**config.mk**
```make
export PLATFORM = sky130hd
export DESIGN_NAME = axis_frame_tx_flat
export DESIGN_NICKNAME = d
export VERILOG_FILES = /design/src/rtl/axis_frame_tx_if.sv /design/src/rtl/axis_frame_tx.sv /design/src/flat_wrapper.sv
export SDC_FILE = /design/constraint.sdc
export NUM_CORES = 1
export LEC_CHECK = 0
export BUFFER_PORTS_ARGS = -buffer_cell sky130_fd_sc_hd__buf_2
export CORE_UTILIZATION = 60
export CTS_CLUSTER_SIZE = 10
export DETAILED_ROUTE_END_ITERATION = 8
export GPL_TIMING_DRIVEN = 1
export HOLD_SLACK_MARGIN = 0.1
export PLACE_DENSITY = 0.93
export SLEW_MARGIN = 20
export SYNTH_ARGS = -nofsm -noshare
export SYNTH_HDL_FRONTEND = slang
export SYNTH_SLANG_ARGS = --single-unit
```
**constraint.sdc**
```tcl
create_clock -name m00_axis_aclk -period 5.3 [get_ports m00_axis_aclk]
set_input_delay 1.06 -clock m00_axis_aclk [delete_from_list [all_inputs] [get_ports m00_axis_aclk]]
set_output_delay 1.06 -clock m00_axis_aclk [all_outputs]
set_load 0.005 [all_outputs]
```
**src/rtl/axis_frame_tx_if.sv**
```systemverilog
// AXI4-Stream bundle between the frame transmitter and its downstream consumer.
interface axis_frame_tx_if #(
  parameter int DATA_WIDTH = 32
);
  logic [DATA_WIDTH-1:0]   tdata;
  logic [DATA_WIDTH/8-1:0] tstrb;
  logic                    tvalid;
  logic                    tready;
  logic                    tlast;

  modport master (output tdata, output tstrb, output tvalid, output tlast, input tready);
  modport slave  (input tdata, input tstrb, input tvalid, input tlast, output tready);
endinterface

```
**src/rtl/axis_frame_tx.sv**
```systemverilog
// Frame transmitter: on a start pulse, reads frame_len words from a synchronous
// buffer starting at start_addr and emits them as one AXI4-Stream packet.
// A two-entry output buffer (output register + skid register) keeps one beat
// per clock under continuous tready and absorbs backpressure.
module axis_frame_tx #(
  parameter int C_AXIS_TDATA_WIDTH = 32,
  parameter int ADDR_WIDTH         = 11
) (
  input  logic                          m00_axis_aclk,
  input  logic                          m00_axis_areset,
  input  logic                          start,
  input  logic [ADDR_WIDTH-1:0]         start_addr,
  input  logic [ADDR_WIDTH:0]           frame_len,
  output logic                          busy,
  output logic                          done,
  output logic                          rd_en,
  output logic [ADDR_WIDTH-1:0]         rd_addr,
  input  logic [C_AXIS_TDATA_WIDTH-1:0] rd_data,
  axis_frame_tx_if.master               m00_axis
);

  localparam int STRB_WIDTH = C_AXIS_TDATA_WIDTH / 8;
  localparam logic [ADDR_WIDTH:0] CNT_ONE  = (ADDR_WIDTH+1)'(1'b1);
  localparam logic [ADDR_WIDTH:0] CNT_ZERO = (ADDR_WIDTH+1)'(1'b0);

  typedef enum logic [1:0] {
    ST_IDLE  = 2'd0,
    ST_RUN   = 2'd1,
    ST_DRAIN = 2'd2,
    ST_DONE  = 2'd3
  } state_t;

  state_t                        state_r;
  logic [ADDR_WIDTH-1:0]         start_addr_r;
  logic [ADDR_WIDTH:0]           len_r;
  logic [ADDR_WIDTH:0]           issued_r;
  logic                          busy_r;
  logic                          done_r;
  // Read issued last cycle: its data is on rd_data this cycle.
  logic                          inflight_r;
  logic                          inflight_last_r;
  logic                          out_valid_r;
  logic [C_AXIS_TDATA_WIDTH-1:0] out_data_r;
  logic                          out_last_r;
  logic                          skid_valid_r;
  logic [C_AXIS_TDATA_WIDTH-1:0] skid_data_r;
  logic                          skid_last_r;

  logic                          hs_s;
  logic [1:0]                    occ_s;
  logic [1:0]                    occ_after_s;
  logic                          rd_en_s;
  logic                          is_last_read_s;

  // Read issue decision: a slot freed by this cycle's handshake may be reused at once.
  always_comb begin
    hs_s           = out_valid_r & m00_axis.tready;
    occ_s          = {1'b0, out_valid_r} + {1'b0, skid_valid_r} + {1'b0, inflight_r};
    occ_after_s    = occ_s - {1'b0, hs_s};
    is_last_read_s = ((issued_r + CNT_ONE) == len_r);
    if ((state_r == ST_RUN) && (issued_r < len_r) && (occ_after_s < 2'd2)) begin
      rd_en_s = 1'b1;
    end else begin
      rd_en_s = 1'b0;
    end
  end

  // Frame control FSM: start capture, read counting, completion pulse.
  always_ff @(posedge m00_axis_aclk or posedge m00_axis_areset) begin
    if (m00_axis_areset) begin
      state_r      <= ST_IDLE;
      start_addr_r <= '0;
      len_r        <= '0;
      issued_r     <= '0;
      busy_r       <= 1'b0;
      done_r       <= 1'b0;
    end else begin
      case (state_r)
        ST_IDLE: begin
          done_r <= 1'b0;
          if (start) begin
            start_addr_r <= start_addr;
            len_r        <= frame_len;
            issued_r     <= CNT_ZERO;
            busy_r       <= 1'b1;
            state_r      <= (frame_len == CNT_ZERO) ? ST_DONE : ST_RUN;
          end
        end
        ST_RUN: begin
          if (rd_en_s) begin
            issued_r <= issued_r + CNT_ONE;
            if (is_last_read_s) begin
              state_r <= ST_DRAIN;
            end
          end
        end
        ST_DRAIN: begin
          if (hs_s && out_last_r) begin
            busy_r  <= 1'b0;
            done_r  <= 1'b1;
            state_r <= ST_DONE;
          end
        end
        ST_DONE: begin
          // An empty frame arrives here still busy: spend one cycle busy, then pulse done.
          if (busy_r) begin
            busy_r <= 1'b0;
            done_r <= 1'b1;
          end else begin
            done_r  <= 1'b0;
            state_r <= ST_IDLE;
          end
        end
        default: begin
          state_r <= ST_IDLE;
          busy_r  <= 1'b0;
          done_r  <= 1'b0;
        end
      endcase
    end
  end

  // Output buffer: capture returning read data, shift skid into output on handshake.
  always_ff @(posedge m00_axis_aclk or posedge m00_axis_areset) begin
    if (m00_axis_areset) begin
      inflight_r      <= 1'b0;
      inflight_last_r <= 1'b0;
      out_valid_r     <= 1'b0;
      out_data_r      <= '0;
      out_last_r      <= 1'b0;
      skid_valid_r    <= 1'b0;
      skid_data_r     <= '0;
      skid_last_r     <= 1'b0;
    end else begin
      inflight_r      <= rd_en_s;
      inflight_last_r <= rd_en_s & is_last_read_s;
      if (hs_s) begin
        if (skid_valid_r) begin
          out_valid_r <= 1'b1;
          out_data_r  <= skid_data_r;
          out_last_r  <= skid_last_r;
          if (inflight_r) begin
            skid_valid_r <= 1'b1;
            skid_data_r  <= rd_data;
            skid_last_r  <= inflight_last_r;
          end else begin
            skid_valid_r <= 1'b0;
            skid_last_r  <= 1'b0;
          end
        end else if (inflight_r) begin
          out_valid_r <= 1'b1;
          out_data_r  <= rd_data;
          out_last_r  <= inflight_last_r;
        end else begin
          out_valid_r <= 1'b0;
          out_last_r  <= 1'b0;
        end
      end else if (inflight_r) begin
        if (!out_valid_r) begin
          out_valid_r <= 1'b1;
          out_data_r  <= rd_data;
          out_last_r  <= inflight_last_r;
        end else begin
          skid_valid_r <= 1'b1;
          skid_data_r  <= rd_data;
          skid_last_r  <= inflight_last_r;
        end
      end
    end
  end

  assign busy            = busy_r;
  assign done            = done_r;
  assign rd_en           = rd_en_s;
  assign rd_addr         = start_addr_r + issued_r[ADDR_WIDTH-1:0];
  assign m00_axis.tdata  = out_data_r;
  assign m00_axis.tvalid = out_valid_r;
  assign m00_axis.tlast  = out_last_r;
  assign m00_axis.tstrb  = {STRB_WIDTH{out_valid_r}};

endmodule

```
**src/flat_wrapper.sv**
```systemverilog
// flat-port wrapper written by rule: the top's interface ports become plain ports
module axis_frame_tx_flat 
#(
  parameter int C_AXIS_TDATA_WIDTH = 32,
  parameter int ADDR_WIDTH         = 11
)
  (m00_axis_aclk, m00_axis_areset, start, start_addr, frame_len, busy, done, rd_en, rd_addr, rd_data, m00_axis_tdata, m00_axis_tstrb, m00_axis_tvalid, m00_axis_tlast, m00_axis_tready);
  axis_frame_tx_if #(.DATA_WIDTH(32)) m00_axis_i ();
  input  logic m00_axis_aclk;
  input  logic m00_axis_areset;
  input  logic start;
  input  logic [ADDR_WIDTH-1:0] start_addr;
  input  logic [ADDR_WIDTH:0] frame_len;
  output logic busy;
  output logic done;
  output logic rd_en;
  output logic [ADDR_WIDTH-1:0] rd_addr;
  input  logic [C_AXIS_TDATA_WIDTH-1:0] rd_data;
  output wire logic [$bits(m00_axis_i.tdata)-1:0] m00_axis_tdata;
  output wire logic [$bits(m00_axis_i.tstrb)-1:0] m00_axis_tstrb;
  output wire logic [$bits(m00_axis_i.tvalid)-1:0] m00_axis_tvalid;
  output wire logic [$bits(m00_axis_i.tlast)-1:0] m00_axis_tlast;
  input wire logic [$bits(m00_axis_i.tready)-1:0] m00_axis_tready;
  assign m00_axis_tdata = m00_axis_i.tdata;
  assign m00_axis_tstrb = m00_axis_i.tstrb;
  assign m00_axis_tvalid = m00_axis_i.tvalid;
  assign m00_axis_tlast = m00_axis_i.tlast;
  assign m00_axis_i.tready = m00_axis_tready;
  axis_frame_tx #(.C_AXIS_TDATA_WIDTH(C_AXIS_TDATA_WIDTH), .ADDR_WIDTH(ADDR_WIDTH)) u_core (.m00_axis_aclk(m00_axis_aclk), .m00_axis_areset(m00_axis_areset), .start(start), .start_addr(start_addr), .frame_len(frame_len), .busy(busy), .done(done), .rd_en(rd_en), .rd_addr(rd_addr), .rd_data(rd_data), .m00_axis(m00_axis_i));
endmodule
```
==> metrics.cfg, run 1 <==
[final_layout]
nFillCells = 706
drive_above_1_share_pct = 29.8
syn2layout_area_growth_pct = 14.2
fin_util_pct = 71.0
final_nets = 735
antenna_cells = 0
layout.cells.non_filler = 779

[outcome]
status = completed

[grt]
grt_pass1_vias = 4625
grt_most_used_layer = met2
grt_use_total_pct = 27.4
grt.overflow.total = 0
grt_first_pass_wirelength_mm = 21.4
grt_use_met1_pct = 32.5
met2_usage_pct = 48.0
antenna_found_initial = 0
grt_max_degree = 66
use_met3_pct = 6.41

[yosys]
synth_top_area_share_pct = 47.2
synth_seq_cells = 109
yosysWarnings = 0
seq_area_frac_synth_pct = 47.2
yosys-top-cells-count = dfrtp_1 (109), mux2_2 (55), a21oi_1 (52)
synthArstFlopShare_pct = 100
synth_area_leaders = dfrtp_1 (47%), mux2_2 (11%), ha_1 (6.5%)
yosys.cell_types.count = 50
synth_top_area_cell = dfrtp_1
synth_most_common_cell = dfrtp_1
synth_flop_cell = dfrtp_1
avgSynthCellArea_um2 = 10.5
netlist_area_um2 = 5770
synthCells = 549
syn-num-nets = 639
synth-edff-count = 0

[timing]
final.setup.tns_ns = 0
rsz0062_at_grt = false
period_minus_slack_ns = 3.96
fmax_ghz = 0.253
relSlewSlack_pct = 31.8
finalHoldViolCount = 0
finalSetupViolCount = 0
slew_violations = 0
fin_skew_ns = 0.0109
post-route-period-util_pct = 74.7
worstMarginPinSlew_ns = 1.02

[drt]
drt-total-wl_mm = 13.4
antenna_left = 0
drc = 0
routedWlPerCell_um = 17.3
drt_iter0_drc = 296
dr_total_vias = 4575
vias_per_cell = 5.87
drtPass1Iterations = 5

[worst_setup_path]
critical_path_class = flop to primary output
r2r_start = u_core.m00_axis.tvalid
worstPathCellList = ha_1 -> inv_1 -> fa_1 -> nor2b_1 -> o21ai_0 -> a21boi_0 -> o21a_1 -> nor2_1 -> o21a_1 -> a211oi_1 -> buf_2
cpPeakStageDelay_ns = 0.50
worstSetupEndpointType = primary output
critical_path_depth = 11
crit_fanout = 8
path_common_cell = o21a_1
ff2ff_setup_slack_ns = 1.94
cp-endpoint = rd_addr[10]
cp.arrival_ns = 2.90
crit_buf_inv = 2
critPathTopFamily = compound AO/OA/AOI/OAI gates
reg2reg_depth = 11
slowest_stage = dfrtp_1
worstPathRequired_ns = 4.24
r2r-end = u_core.issued_r[9]
cp-start-kind = flop
crit_start = u_core.issued_r[0]

[placed_design]
dp_hpwl_mm = 9.61
io_buffers = 110
finalWeightedCongestion = 0.854
placed_cells = 763

[clock_network]
cts_resized = 0
cts_root_buf = clkbuf_8
cts_buffer_depth = 2
post_cts_buffers = 0
cts_made_buffers = 9
cts.clk_slew.worst_paths_ns = 0.11
cts_sinks = 109
cts_max_level = 3
cts_tree = done
hold_buffers = 0
clk_latency_ns = 0.37

[die]
io_pins = 111
num_rows = 35
core_um2 = 9280
start_util_pct = 62.2
fp.dieH_um = 100
dieArea_um2 = 10000
die_x_um = 100

[run]
drv_cap = 0

[power_and_ir_drop]
internal_power_mw = 2.18
clkPwrFrac_pct = 14.3
leakagePower_nw = 3.20
p_switching_mw = 1.41
p_comb_share_pct = 45.0
sw_frac_of_total_pct = 39.2
p_per_area_nw_per_um2 = 545
pwr-share-seq_pct = 40.7
peakVddDrop_mv = 0.270

[min_path]
hold_class = flop to flop

==> logic make-up (layout without fill, tap and decap cells) <==
logic type                 after synthesis  count (layout)  share of synthesized area, %
AOI/OAI and AO/OA                      113             113                          11.4
muxes                                   89              89                          16.6
xor gates and xnor gates                21              21                          3.19
and+or+nand+nor                        128             128                          10.3
adders and majority gates               31              31                          6.85
DFF                                    109             109                          47.2
buffers and inverters                   58             159                          4.33
==> how the worst min path moves through the flow <==
stage	endpoint	cells past startpoint	slack, ns	start
2_1_floorplan	u_core.skid_data_r[12]	1	0.48	u_core.skid_data_r[12]
3_3_place_gp	u_core.skid_data_r[1]	1	0.49	u_core.skid_data_r[1]
3_5_place_dp	u_core.skid_data_r[14]	1	0.49	u_core.skid_data_r[14]
4_1_cts	u_core.skid_data_r[14]	1	0.52	u_core.skid_data_r[14]
5_1_grt	u_core.skid_data_r[22]	1	0.53	u_core.skid_data_r[22]
6_report	u_core.skid_data_r[14]	1	0.52	u_core.skid_data_r[14]
==> state kept, by name, summed over array words and instances (netlist names), 2 cells and up <==
register	flops
u_core.issued_r	12
u_core.state_r	2
u_core.start_addr_r	11
u_core.m00_axis.tdata	32
u_core.skid_data_r	32
u_core.len_r	12
==> metrics by stage <==
stage | hold WS, ns | instance area, µm² | power (mW) | worst slack, ns
final | 0.516 | 6590 | 3.59 | 1.34
after global routing | 0.533 | 6590 | 3.82 | 1.24
after CTS | 0.519 | 6590 | 3.59 | 1.38
after detailed placement | 0.493 | 6390 | 3.07 | 1.45
after global placement | 0.485 | 6390 | 2.94 | 1.60
after floorplan | 0.479 | 5770 | 2.54 | 1.37
==> power by group through the flow <==
stage	logic [mW]	registers [mW]	clock network [mW]
global route	1.77	1.50	0.546
floorplan	1.13	1.41	0
global placement	1.51	1.44	0
detailed placement	1.60	1.47	0
CTS	1.61	1.46	0.515
finish	1.61	1.46	0.513
==> cell usage in the layout, fill, tap and decap left out, types with 2 or more instances in the layout <==
cell type    n
a211oi_1     2
a21boi_0     2
a21o_1       5
a21oi_1     52
and2_1       4
and4_1       2
buf_2      110
buf_4        3
clkbuf_8    10
clkinv_4     2
clkinv_8     2
dfrtp_1    109
ha_1        30
inv_1       28
inv_6        2
mux2_2      55
mux2i_1     34
nand2_1     29
nand2b_1     4
nand3_1     11
nand4_1      3
nor2_1      50
nor3_1      11
nor4_1       3
o211ai_1     4
o21a_1       3
o21ai_0     27
o21ai_1      2
o311ai_0     2
o31ai_1      4
or4_1        2
xnor2_1     15
xor2_1       6
==> area by class of cell <==
cell class / count / area [µm²] / area share, %
inverter: 30 / 115 / 1.75
sequential: 109 / 2730 / 41.4
timing repair buffer: 113 / 573 / 8.69
clock buffer: 10 / 138 / 2.09
clock inverter: 6 / 67.6 / 1.03
multi-input combinational: 382 / 2810 / 42.6
tap: 129 / 161 / 2.45
==> per-layer routing <==
metal | wire, µm | part of all wire [%]
met5 | 0 | 0
met4 | 374 | 2.8
met3 | 851 | 6.3
met1 | 5290 | 39
met2 | 6930 | 52
Power figures use the tool's default switching activity.
==> run 2: changes to the inputs <==
--- a/config.mk
+++ b/config.mk
@@ -6,12 +6,12 @@
 export NUM_CORES = 1
 export LEC_CHECK = 0
 export BUFFER_PORTS_ARGS = -buffer_cell sky130_fd_sc_hd__buf_2
-export CORE_UTILIZATION = 60
+export CORE_UTILIZATION = 50
 export CTS_CLUSTER_SIZE = 10
 export DETAILED_ROUTE_END_ITERATION = 8
 export GPL_TIMING_DRIVEN = 1
 export HOLD_SLACK_MARGIN = 0.1
-export PLACE_DENSITY = 0.93
+export PLACE_DENSITY = 0.83
 export SLEW_MARGIN = 20
 export SYNTH_ARGS = -nofsm -noshare
 export SYNTH_HDL_FRONTEND = slang
==> constraint.sdc (replaced) <==
create_clock -name m00_axis_aclk -period 3.47 [get_ports m00_axis_aclk]
set_input_delay 0.694 -clock m00_axis_aclk [delete_from_list [all_inputs] [get_ports m00_axis_aclk]]
set_output_delay 0.694 -clock m00_axis_aclk [all_outputs]
set_load 0.005 [all_outputs]
==> run 2 against run 1 <==
Against the previous run: hold slack lost 0.0090 ns; non-clock buffer count grew 10; combinational power increased by 57%; clock power grew 110%; critical path type unchanged; largest cell class unchanged.
==> metrics.cfg, run 2 (same netlist as run 1, synthesis figures left out) <==
[worst_setup_path]
cp.arrival_ns = 2.61  ; -0.29 ns
slowest_stage = dfrtp_2
cp-start-kind = flop
r2r-end = u_core.issued_r[9]
ff2ff_setup_slack_ns = 0.53  ; -1.41 ns
r2r_start = u_core.m00_axis.tvalid
reg2reg_depth = 12  ; +1
critical_path_class = flop to primary output
worstSetupEndpointType = primary output
cpPeakStageDelay_ns = 0.45  ; -0.05 ns
crit_fanout = 7  ; -1
worstPathCellList = ha_1 -> a21o_1 -> a21oi_2 -> o21ai_0 -> a21oi_1 -> o21ai_0 -> a21o_1 -> a21oi_1 -> xnor2_1 -> buf_2
worstPathRequired_ns = 2.78  ; -1.46 ns

[timing]
finalHoldViolCount = 0  ; unchanged
worstMarginPinSlew_ns = 1.07  ; +0.0479 ns
relSlewSlack_pct = 28.6  ; -3.2 points
fmax_ghz = 0.303
rsz0062_at_grt = false
slew_violations = 0  ; unchanged
final.setup.tns_ns = 0  ; unchanged
finalSetupViolCount = 0  ; unchanged
fin_skew_ns = 0.00741  ; -0.00350 ns
period_minus_slack_ns = 3.30
post-route-period-util_pct = 95.1

[placed_design]
finalWeightedCongestion = 0.920  ; +7.7%
io_buffers = 110  ; unchanged
dp_hpwl_mm = 9.76  ; +1.5%

[min_path]
hold_class = flop to flop
whs_path_depth = 1  ; unchanged
holdPathEnd = u_core.skid_data_r[3]
worstHoldStart = u_core.skid_data_r[3]

[grt]
grt_pass1_vias = 4510  ; -2.5%
grt_first_pass_wirelength_mm = 21.7  ; +1.5%
grt_use_total_pct = 23.7  ; -3.7 points
grt_max_degree = 43  ; -35%
grt.overflow.total = 0  ; unchanged
antenna_found_initial = 0  ; unchanged

[power_and_ir_drop]
leakagePower_nw = 3.31  ; +3.2%
finalPower_mw = 5.84  ; +63%
p_per_area_nw_per_um2 = 856  ; +57%
peakVddDrop_mv = 0.405  ; +50%

[drt]
drt-total-wl_mm = 13.4  ; -0.55%
dr_total_vias = 4510  ; -1.4%
drtPass1Iterations = 5  ; unchanged
drt_iter0_drc = 349  ; +18%
vias_per_cell = 5.64  ; -4.0%
routedWlPerCell_um = 16.7  ; -3.2%
drc = 0  ; unchanged
antenna_left = 0  ; unchanged

[die]
core_um2 = 11000  ; +19%
die_x_um = 109  ; +9.4%
dieArea_um2 = 12000  ; +20%
start_util_pct = 52.3  ; -9.8 points
fp.dieH_um = 109  ; +9.4%
num_rows = 38  ; +8.6%
io_pins = 111  ; unchanged

[run]
drv_cap = 0  ; unchanged

[clock_network]
cts_sinks = 109  ; unchanged
hold_buffers = 0  ; unchanged
cts_root_buf = clkbuf_16
cts_made_buffers = 9  ; unchanged
clk_latency_ns = 0.35  ; -0.02 ns
cts.clk_slew.worst_paths_ns = 0.07  ; -0.04 ns
cts_max_level = 3  ; unchanged
cts_tree = done
cts_buffer_depth = 2  ; unchanged

[final_layout]
layout_commonest_cell = buf_2
syn2layout_area_growth_pct = 18.1
drive_above_1_share_pct = 31.5  ; +1.7 points
nFillCells = 899  ; +27%
mostFrequentLayoutCells = buf_2 (110), dfrtp_1 (107), mux2_2 (55), a21oi_1 (51), nor2_1 (50)
final_nets = 745  ; +1.4%
antenna_cells = 0  ; unchanged

[outcome]
status = completed

==> run 2: final cells by class <==
type	instances	area, µm²	share of cell area, %
multi-input combinational	382	2820	41.4
sequential	109	2730	40.0
timing repair buffer	123	661	9.69
clock buffer	11	253	3.71
tap	140	175	2.57
inverter	30	116	1.71
clock inverter	5	61.3	0.899
==> run 2: critical path, delay by kind of cell, from the launching register on <==
kind,cells,cell delay (ns)
xor gates and xnor gates,1,0.14
adders and majority gates,1,0.31
DFF,1,0.45
AOI/OAI and AO/OA,7,1.24
buffers and inverters,1,0.13
==> run 2: repair_timing <==
item                       in CTS  in global routing
setup endpoints to repair       0                  3
resized for setup               0                  6
setup buffers                   0                  4
==> run 2: worst max path at each step <==
stage	startpoint	to	slack [ns]	cells past startpoint
after floorplan	u_core.issued_r[0]	rd_addr[10]	0.71	10
after global placement	m00_axis_tready	u_core.issued_r[9]	0.44	13
after detailed placement	m00_axis_tready	u_core.issued_r[9]	0.32	13
after CTS	u_core.issued_r[0]	rd_addr[10]	0.02	11
after global routing	u_core.issued_r[0]	rd_addr[10]	0.004	12
final	u_core.issued_r[1]	rd_addr[9]	0.17	10
==> run 2: stage by stage <==
step	utilization [%]	instances	hold WS, ns	cell area, µm²	setup WS (ns)
after floorplan	-	549	0.479	5780	0.707
after detailed placement	58.6	780	0.492	6470	0.315
final	61.8	800	0.507	6820	0.171
after global placement	58.6	780	0.485	6470	0.442
after CTS	61.5	796	0.509	6780	0.0206
after global routing	61.8	800	0.527	6820	0.00370
==> run 2: report_power, final <==
part / leakage, nW / internal (mW) / switching, mW
Combinational: 1.86 / 1.24 / 1.29
Sequential: 1.29 / 1.84 / 0.383
Clock: 0.157 / 0.606 / 0.473
Total: 3.31 / 3.69 / 2.15
==> run 2: layer usage <==
metal  global-route usage [%]  vias up  wire, µm
met5                        0        -         0
li1                         -     2134         -
met4                     11.9        0       335
met1                     31.0     2192      5790
met3                     3.26       28       644
met2                     38.6      156      6590
